==> src/rtl/burst_line_responder.sv <==
// burst_line_responder
// Fills one cache line by issuing N single-word reads to a word memory and
// assembling the returned words into a wide line. Issue and collection
// overlap. All outputs are registered.
//
// Handshake: av_read is sampled in IDLE or RESP. av_wait_data rises at that
// same edge and stays high until the line is complete. mem_read is held with
// a stable mem_address until a cycle with mem_waitrequest=0 accepts it.
// mem_readdatavalid may arrive any cycle after acceptance, in issue order.
module burst_line_responder #(
    parameter int BURST      = 4,
    parameter int LINE_WIDTH = BURST * 32
) (
    input  logic                  clk,
    input  logic                  reset,
    input  logic [31:0]           av_address,
    input  logic                  av_read,
    input  logic                  av_write,
    input  logic [LINE_WIDTH-1:0] av_writedata,
    input  logic [2:0]            av_burstcount,
    output logic                  av_wait_data,
    output logic [LINE_WIDTH-1:0] av_reddata,
    output logic                  write_ready_n,
    output logic [31:0]           mem_address,
    output logic                  mem_read,
    input  logic                  mem_waitrequest,
    input  logic [31:0]           mem_readdata,
    input  logic                  mem_readdatavalid
);

    localparam int CW = $clog2(BURST) + 1;

    typedef enum logic [1:0] {
        IDLE  = 2'd0,
        FETCH = 2'd1,
        RESP  = 2'd2
    } state_t;

    state_t                state_q, state_d;
    logic [31:0]           base_q, base_d;
    logic [CW-1:0]         n_q, n_d;
    logic [CW-1:0]         issued_q, issued_d;
    logic [CW-1:0]         received_q, received_d;
    logic                  wait_q, wait_d;
    logic                  mem_read_q, mem_read_d;
    logic [31:0]           mem_addr_q, mem_addr_d;
    logic [LINE_WIDTH-1:0] line_q, line_d;
    logic [CW-1:0]         req_n;

    // Writes are never accepted; these inputs only exist for bus compatibility.
    logic unused_inputs;
    assign unused_inputs = ^{av_write, av_writedata, av_address[3:0]};

    assign write_ready_n = 1'b1;
    assign av_wait_data  = wait_q;
    assign av_reddata    = line_q;
    assign mem_address   = mem_addr_q;
    assign mem_read      = mem_read_q;

    // Out-of-range burst counts (0 or above BURST) fall back to a full line.
    always_comb begin
        req_n = CW'(BURST);
        if (av_burstcount != 3'd0 && int'(av_burstcount) <= BURST) begin
            req_n = CW'(av_burstcount);
        end
    end

    // Next-state and next-output logic for the fill sequencer.
    always_comb begin
        state_d    = state_q;
        base_d     = base_q;
        n_d        = n_q;
        issued_d   = issued_q;
        received_d = received_q;
        wait_d     = wait_q;
        mem_read_d = mem_read_q;
        mem_addr_d = mem_addr_q;
        line_d     = line_q;
        case (state_q)
            IDLE, RESP: begin
                // RESP lasts one cycle but accepts a new request like IDLE.
                state_d = IDLE;
                if (av_read) begin
                    state_d    = FETCH;
                    base_d     = {av_address[31:4], 4'b0000};
                    n_d        = req_n;
                    issued_d   = '0;
                    received_d = '0;
                    wait_d     = 1'b1;
                    line_d     = '0;
                    mem_read_d = 1'b1;
                    mem_addr_d = {av_address[31:4], 4'b0000};
                end
            end
            FETCH: begin
                // Issue side: advance only on an accepted request.
                if (mem_read_q && !mem_waitrequest) begin
                    issued_d = issued_q + CW'(1);
                    if (issued_d == n_q) begin
                        mem_read_d = 1'b0;
                    end else begin
                        mem_addr_d = base_q + {{(30 - CW){1'b0}}, issued_d, 2'b00};
                    end
                end
                // Collect side: extra beats beyond N are dropped.
                if (mem_readdatavalid && received_q != n_q) begin
                    line_d[int'(received_q) * 32 +: 32] = mem_readdata;
                    received_d = received_q + CW'(1);
                    if (received_d == n_q) begin
                        state_d = RESP;
                        wait_d  = 1'b0;
                    end
                end
            end
            default: state_d = IDLE;
        endcase
    end

    // State and output registers; reset aborts any fill in progress.
    always_ff @(posedge clk) begin
        if (reset) begin
            state_q    <= IDLE;
            base_q     <= '0;
            n_q        <= '0;
            issued_q   <= '0;
            received_q <= '0;
            wait_q     <= 1'b0;
            mem_read_q <= 1'b0;
            mem_addr_q <= '0;
            line_q     <= '0;
        end else begin
            state_q    <= state_d;
            base_q     <= base_d;
            n_q        <= n_d;
            issued_q   <= issued_d;
            received_q <= received_d;
            wait_q     <= wait_d;
            mem_read_q <= mem_read_d;
            mem_addr_q <= mem_addr_d;
            line_q     <= line_d;
        end
    end

endmodule

==> config.mk <==
export PLATFORM = sky130hd
export DESIGN_NAME = burst_line_responder
export DESIGN_NICKNAME = d
export VERILOG_FILES = /design/src/rtl/burst_line_responder.sv
export SDC_FILE = /design/constraint.sdc
export NUM_CORES = 1
export LEC_CHECK = 0
export ABC_AREA = 1
export ABC_CLOCK_PERIOD_IN_PS = 2000
export CAP_MARGIN = 25
export CORE_MARGIN = 5
export CORE_UTILIZATION = 35
export CTS_CLUSTER_SIZE = 28
export DETAILED_ROUTE_END_ITERATION = 8
export GPL_TIMING_DRIVEN = 0
export PLACE_DENSITY = 0.7
export RECOVER_POWER = 50
export SETUP_SLACK_MARGIN = 0.1
export SLEW_MARGIN = 25
export SYNTH_ARGS = -nofsm -noshare
export SYNTH_HDL_FRONTEND = slang
export SYNTH_SLANG_ARGS = --single-unit
==> constraint.sdc <==
create_clock -name clk -period 2 [get_ports clk]
set_input_delay 0.2 -clock clk [delete_from_list [all_inputs] [get_ports clk]]
set_output_delay 0.2 -clock clk [all_outputs]
set_load 0.005 [all_outputs]
# Yosys cells after proc, flatten, opt, wreduce, memory -nomap -nowiden
# Index checks and enable logic that the tools add are counted.
[totals] elab_cells=67 ram_bits=0 mem_count=0 rom_bits=0 in_bits=201 regBits=201 latchBits=0 output_inout_bits=163
[op_classes] n_reduce_logical=15 n_mux=25 bitwise=0 div=0 addsub=4 n_lt_le_gt_ge=1 n_eq_ne=11 n_mul=0 n_shift=2
[ops] op="128-bit 2-to-1 mux" count=2
[ops] op="128-bit case mux with 2 select lines" count=1
[ops] op="128-bit bitwise mux" count=1
[ops] op="32-bit by 33-bit variable shift with 128-bit output (first input constant)" count=1
[ops] op="32-bit by 33-bit indexed part select with 128-bit output" count=1
[ops] op="32-bit 2-to-1 mux" count=3
[ops] op="32-bit case mux with 2 select lines" count=1
[ops] op="8-bit negator with 33-bit output" count=1
[ops] op="32-bit by 5-bit adder with 32-bit output" count=1
[ops] op="3-bit 2-to-1 mux" count=4
[ops] op="2-bit != test (second input constant)" count=6
[ops] op="3-bit case mux with 2 select lines" count=2
[ops] op="4-bit AND reduction" count=3
[ops] op="3-bit by 1-bit adder with 3-bit output (second input constant)" count=2
[ops] op="3-bit == test" count=2
[ops] op="1-bit 2-to-1 mux" count=6
[ops] op="3-bit AND reduction" count=2
[ops] op="2-bit 2-to-1 mux" count=2
[ops] op="1-bit case mux with 2 select lines" count=2
[ops] op="2-bit case mux with 2 select lines" count=1
[ops] op="2-bit AND reduction" count=2
[ops] op="3-bit <= comparator (second input constant)" count=1
[ops] op="1-bit logical AND" count=3
[ops] op="3-bit != test" count=1
[ops] op="7 further kinds" count=7

# Logic depth before layout (Yosys ltp)
[logic_depth] word_depth=5 depth_mapped=15 ltp_nobuf=15

# Worst setup path after synthesis
# Ideal clock, no wire load.
[synth_timing] path_type="reg2reg" from="reg issued_q[0]" to="reg mem_addr_q[24] (netlist: mem_address[24])" slack_ps=-186 arrival_ps=2053 setup_ps=132 required_ps=1868 path_stages_with_launch=16 path_buffers=0 synth_period_minus_slack_ps=2186 cell_sequence="dfxtp_1 -> ha_1 -> or2_2 -> nand2_1 -> inv_1 -> ha_1 -> ha_1 -> nand2_1 -> nor2_1 -> nand2_1 -> nor2_1 -> nand2_1 -> nand2_1 -> nand3_1 -> nand2_1 -> a21oi_1"
[synth_between] elab_chain_cells=5 elab_cells_between_ends=8 classes_between="add/sub: 2; eq/ne: 2; mux: 3; reduce/logical: 1"
[synth_rtl] item="start, declared" line_no="42" text="logic [CW-1:0] issued_q, issued_d;"
[synth_rtl] item="start signal, assigned" line_no="135" text="issued_q <= issued_d;"
[synth_rtl] item="3-bit by 1-bit adder with 3-bit output *" line_no="98" text="issued_d = issued_q + CW'(1);"
[synth_rtl] item="32-bit by 5-bit adder with 32-bit output" line_no="102" text="mem_addr_d = base_q + {{(30 - CW){1'b0}}, issued_d, 2'b00};"
[synth_rtl] item="32-bit 2-to-1 mux" line_no="99" text="if (issued_d == n_q) begin"
[synth_rtl] item="32-bit 2-to-1 mux" line_no="97" text="if (mem_read_q && !mem_waitrequest) begin"
[synth_rtl] item="32-bit case mux with 2 select lines" line_no="79" text="case (state_q)"
[synth_rtl] item="end signal, assigned" line_no="139" text="mem_addr_q <= mem_addr_d;"
[synth_rtl] item="end, declared" line_no="46" text="logic [31:0] mem_addr_q, mem_addr_d;"
# Mark *: on every way between the ends. The rest lies on a longest branch, timed or not. The select of a mux whose other input is x is not followed.
# A chain may end at the register's enable or synchronous reset.

# Final worst setup path
[layout_timing] from="reg issued_q[0]" to="reg mem_addr_q[8] (netlist: mem_address[8])"
# Same word-level chain as after synthesis.

==> metrics.yaml <==
status: "finished with violations"
violations: "negative setup slack"
dr.pass1.iters: 6
clock_sinks: 199
die_area_um2: 28200
drcViolationCount: 0
synthMuxAreaShare: 0
path_max_fanout: 5
arrival_ps: 2410
final_common_cell: "nand2_1"
antenna_found_initial: 0
final_cell_mix: "nand2_1 (202), dfxtp_1 (194), dlygate4sd3_1 (150)"
die_y_um: 168
r2r_setup_slack_ps: -70
num_rows: 57
yosys.area_share.simple: 0.289
fmax_mhz: 483
ant_nets: 0
seq_area_frac_synth: 0.456
slew_viol_final: 0
ir_drop_uv: 482
synth_fa_ha_area_frac: 0.0100
ys_types: 31
dp_hpwl_mm: 24.4
power.leakage_uw: 0.00581
grt_max_degree: 24
drive_gt1_frac: 0.227
place.gp.congestion: 0.911
vias_per_cell: 5.20
slew_headroom: 0.458
synth_cells: 1250
yosysWarnings: 0
setup_viol: 12
drt_iter0_drc: 825
worst-endpoint-required_ps: 2340
syn_avg_cell_area_um2: 6.99
fin_crit_sh: 1.04
period_minus_slack_ps: 2070
r2r_cells: 14
core_um2: 24500
antenna_cells: 0
rsz0062_at_grt: "true"
synth_compound_area_frac: 0.144
nets: 1745
hp-class: "in -> reg"
max-clock-path-buffers: 2
crit_chain: "ha_4 -> or2_4 -> nand2_4 -> inv_2 -> ha_4 -> ha_4 -> nand2_4 -> nor2_4 -> buf_4 -> buf_6 -> o21ai_1 -> o21ai_0 -> nor2_1 -> nor2_1"
htree_levels: 4
ioPinCount: 364
path_clk_slew_ps: 80
syn_to_final_growth_pct: 60.0
startpoint: "issued_q[0]$_SDFFE_PP0P_"
hold_start: "av_address[7]"
drv_cap: 0
cts-root-buf: "clkbuf_16"
powerDensity_nw_per_um2: 745
wl_met1_mm: 15.5
setup_ws_ps: -70.4
wl_met2_mm: 16.0
cpLargestDelayFamily: "simple AND/OR/NAND/NOR gates"
io_buffers: 226
cts_tree: "done"
hold_buffers: 0
gr-total-overflow: 0
highest_layer: "met4"
start_kind: "flop"
final_cell_area_um2: 14000
worstReg2RegEnd: "mem_address[8]$_SDFFE_PP0P_"
synth_top_area_frac: 0.456
grt_pass1_vias: 9009
vias: 9737
synth-seq-cells: 199
avgRoutedWirePerCell_um: 18.5
wl_met3_mm: 2.27
path_class: "reg -> reg"
synth_area_leaders: "dfxtp_1 (46%), nand2_1 (12%), a21oi_1 (11%)"
synth_xor_area_frac: 0.0130
path_common_cell: "ha_4"
synth_top_family_by_area: "simple AND/OR/NAND/NOR gates"
min_to: "base_q[7]$_SDFFE_PP0P_"
min_path_cells: 3
cts_buffers: 17
cp-end-kind: "flop"
cp.buffers_inverters: 3
initial_core_util: 0.357
track_usage: 0.225
clk-insertion-delay-late_ps: 450
hold_violations: 0
dp_cells: 1801
fin_worst_skew_ps: 16.1
worst_slew_pin_slew_ps: 813
synth_top_area_cell: "dfxtp_1"
syn_area_um2: 8740
slowest_delay_ps: 360
grt_pass1_wl_mm: 50.8
post_layout_nonfiller_instances: 1874
post_dp_cell_area_um2: 11500
power_uw: 10400
routed_wl_mm: 34.7
timing.rr.start: "issued_q[0]$_SDFFE_PP0P_"
die_x_um: 168
critPathSlowestCell: "dfxtp_4"
n_fill_cell: 2174
cell usage after synthesis:
cell and count:
ha_1 7, buf_6 7, a31oi_1 1, o31ai_1 1, inv_1 88, nand3_2 1
nor2_4 1, dfxtp_1 199, nor2_1 144, a21oi_2 1, nor3_1 9, a211oi_1 2
buf_1 2, nand2_2 1, xor2_1 8, a22oi_1 1, nand3_1 159, conb_1 2
a21oi_1 188, nand4_1 3, and3_1 1, and2_1 2, nor2_2 1, buf_2 22
inv_2 3, xnor2_1 5, nand2_1 281, clkbuf_1 46, buf_4 7, or2_2 3
o21ai_0 54
logic make-up (layout without fill, tap and decap cells):
family                   after synthesis  count (layout)
XOR/XNOR                              13              13
flip-flops                           199             199
other                                  2               3
AND/OR/NAND/NOR                      606             606
buffers and inverters                175             474
adder cells (fa/ha/maj)                7               7
AO/OA/AOI/OAI                        248             248
final cells by class:
cell class	instances	area, µm²	area share
flip-flops and latches	199	4000	0.286
inverters	91	349	0.0250
multi-input cells	877	5160	0.369
plain buffers	84	679	0.0486
repair buffers	267	2740	0.196
clock inverters	15	230	0.0165
clock buffers	17	425	0.0304
well taps	324	405	0.0290
flip-flops by register name, indices dropped and copies added, names as in the netlist:
name and flops:
state_q 2, issued_q 3, mem_address 30, n_q 3
av_reddata 128, received_q 3, av_wait_data 1, mem_read 1
base_q 28
how the worst max path moves through the flow:
stage / slack, ps / cells past startpoint / end
2_1_floorplan: 100 / 9 / av_reddata[10]$_SDFFE_PP0P_
3_3_place_gp: -520 / 14 / mem_address[29]$_SDFFE_PP0P_
3_5_place_dp: -500 / 14 / mem_address[29]$_SDFFE_PP0P_
4_1_cts: -80 / 15 / mem_address[18]$_SDFFE_PP0P_
5_1_grt: -190 / 15 / mem_address[29]$_SDFFE_PP0P_
6_report: -70 / 14 / mem_address[8]$_SDFFE_PP0P_
power by group:
group          switching, µW  internal (µW)  total (µW)  leakage (µW)
Combinational           1390            978        2370       0.00388
Sequential               146           4130        4270       0.00162
Clock                   1900           1870        3770      0.000316
routing by layer:
layer | vias up | track usage
met5 | - | 0
met4 | 0 | 0.0766
met3 | 48 | 0.0431
met2 | 402 | 0.359
met1 | 4636 | 0.305
li1 | 4651 | -
tightest hold or removal path: cells and delay by family:
| family | cells | cell delay (ps) |
|---|---|---|
| AO/OA/AOI/OAI | 1 | 60 |
| buffers and inverters | 2 | 470 |
timing repair:
item / in CTS / in global routing
endpoints found under the setup margin: 164 / 172
pin swaps: 46 / 39
resized for setup: 133 / 274
buffers inserted: 19 / 13
gates cloned: 4 / 5
per-stage QoR:
stage | hold slack, ps | setup WS (ps) | TNS [ps] | utilization
floorplan | 328 | 104 | 0 | -
global placement | 447 | -517 | -43170 | 0.469
detailed placement | 451 | -503 | -45930 | 0.469
CTS | 322 | -76.1 | -320 | 0.524
global route | 351 | -192 | -3000 | 0.572
finish | 332 | -70.4 | -355 | 0.572
No activity file was read; power rests on OpenSTA's default activity.
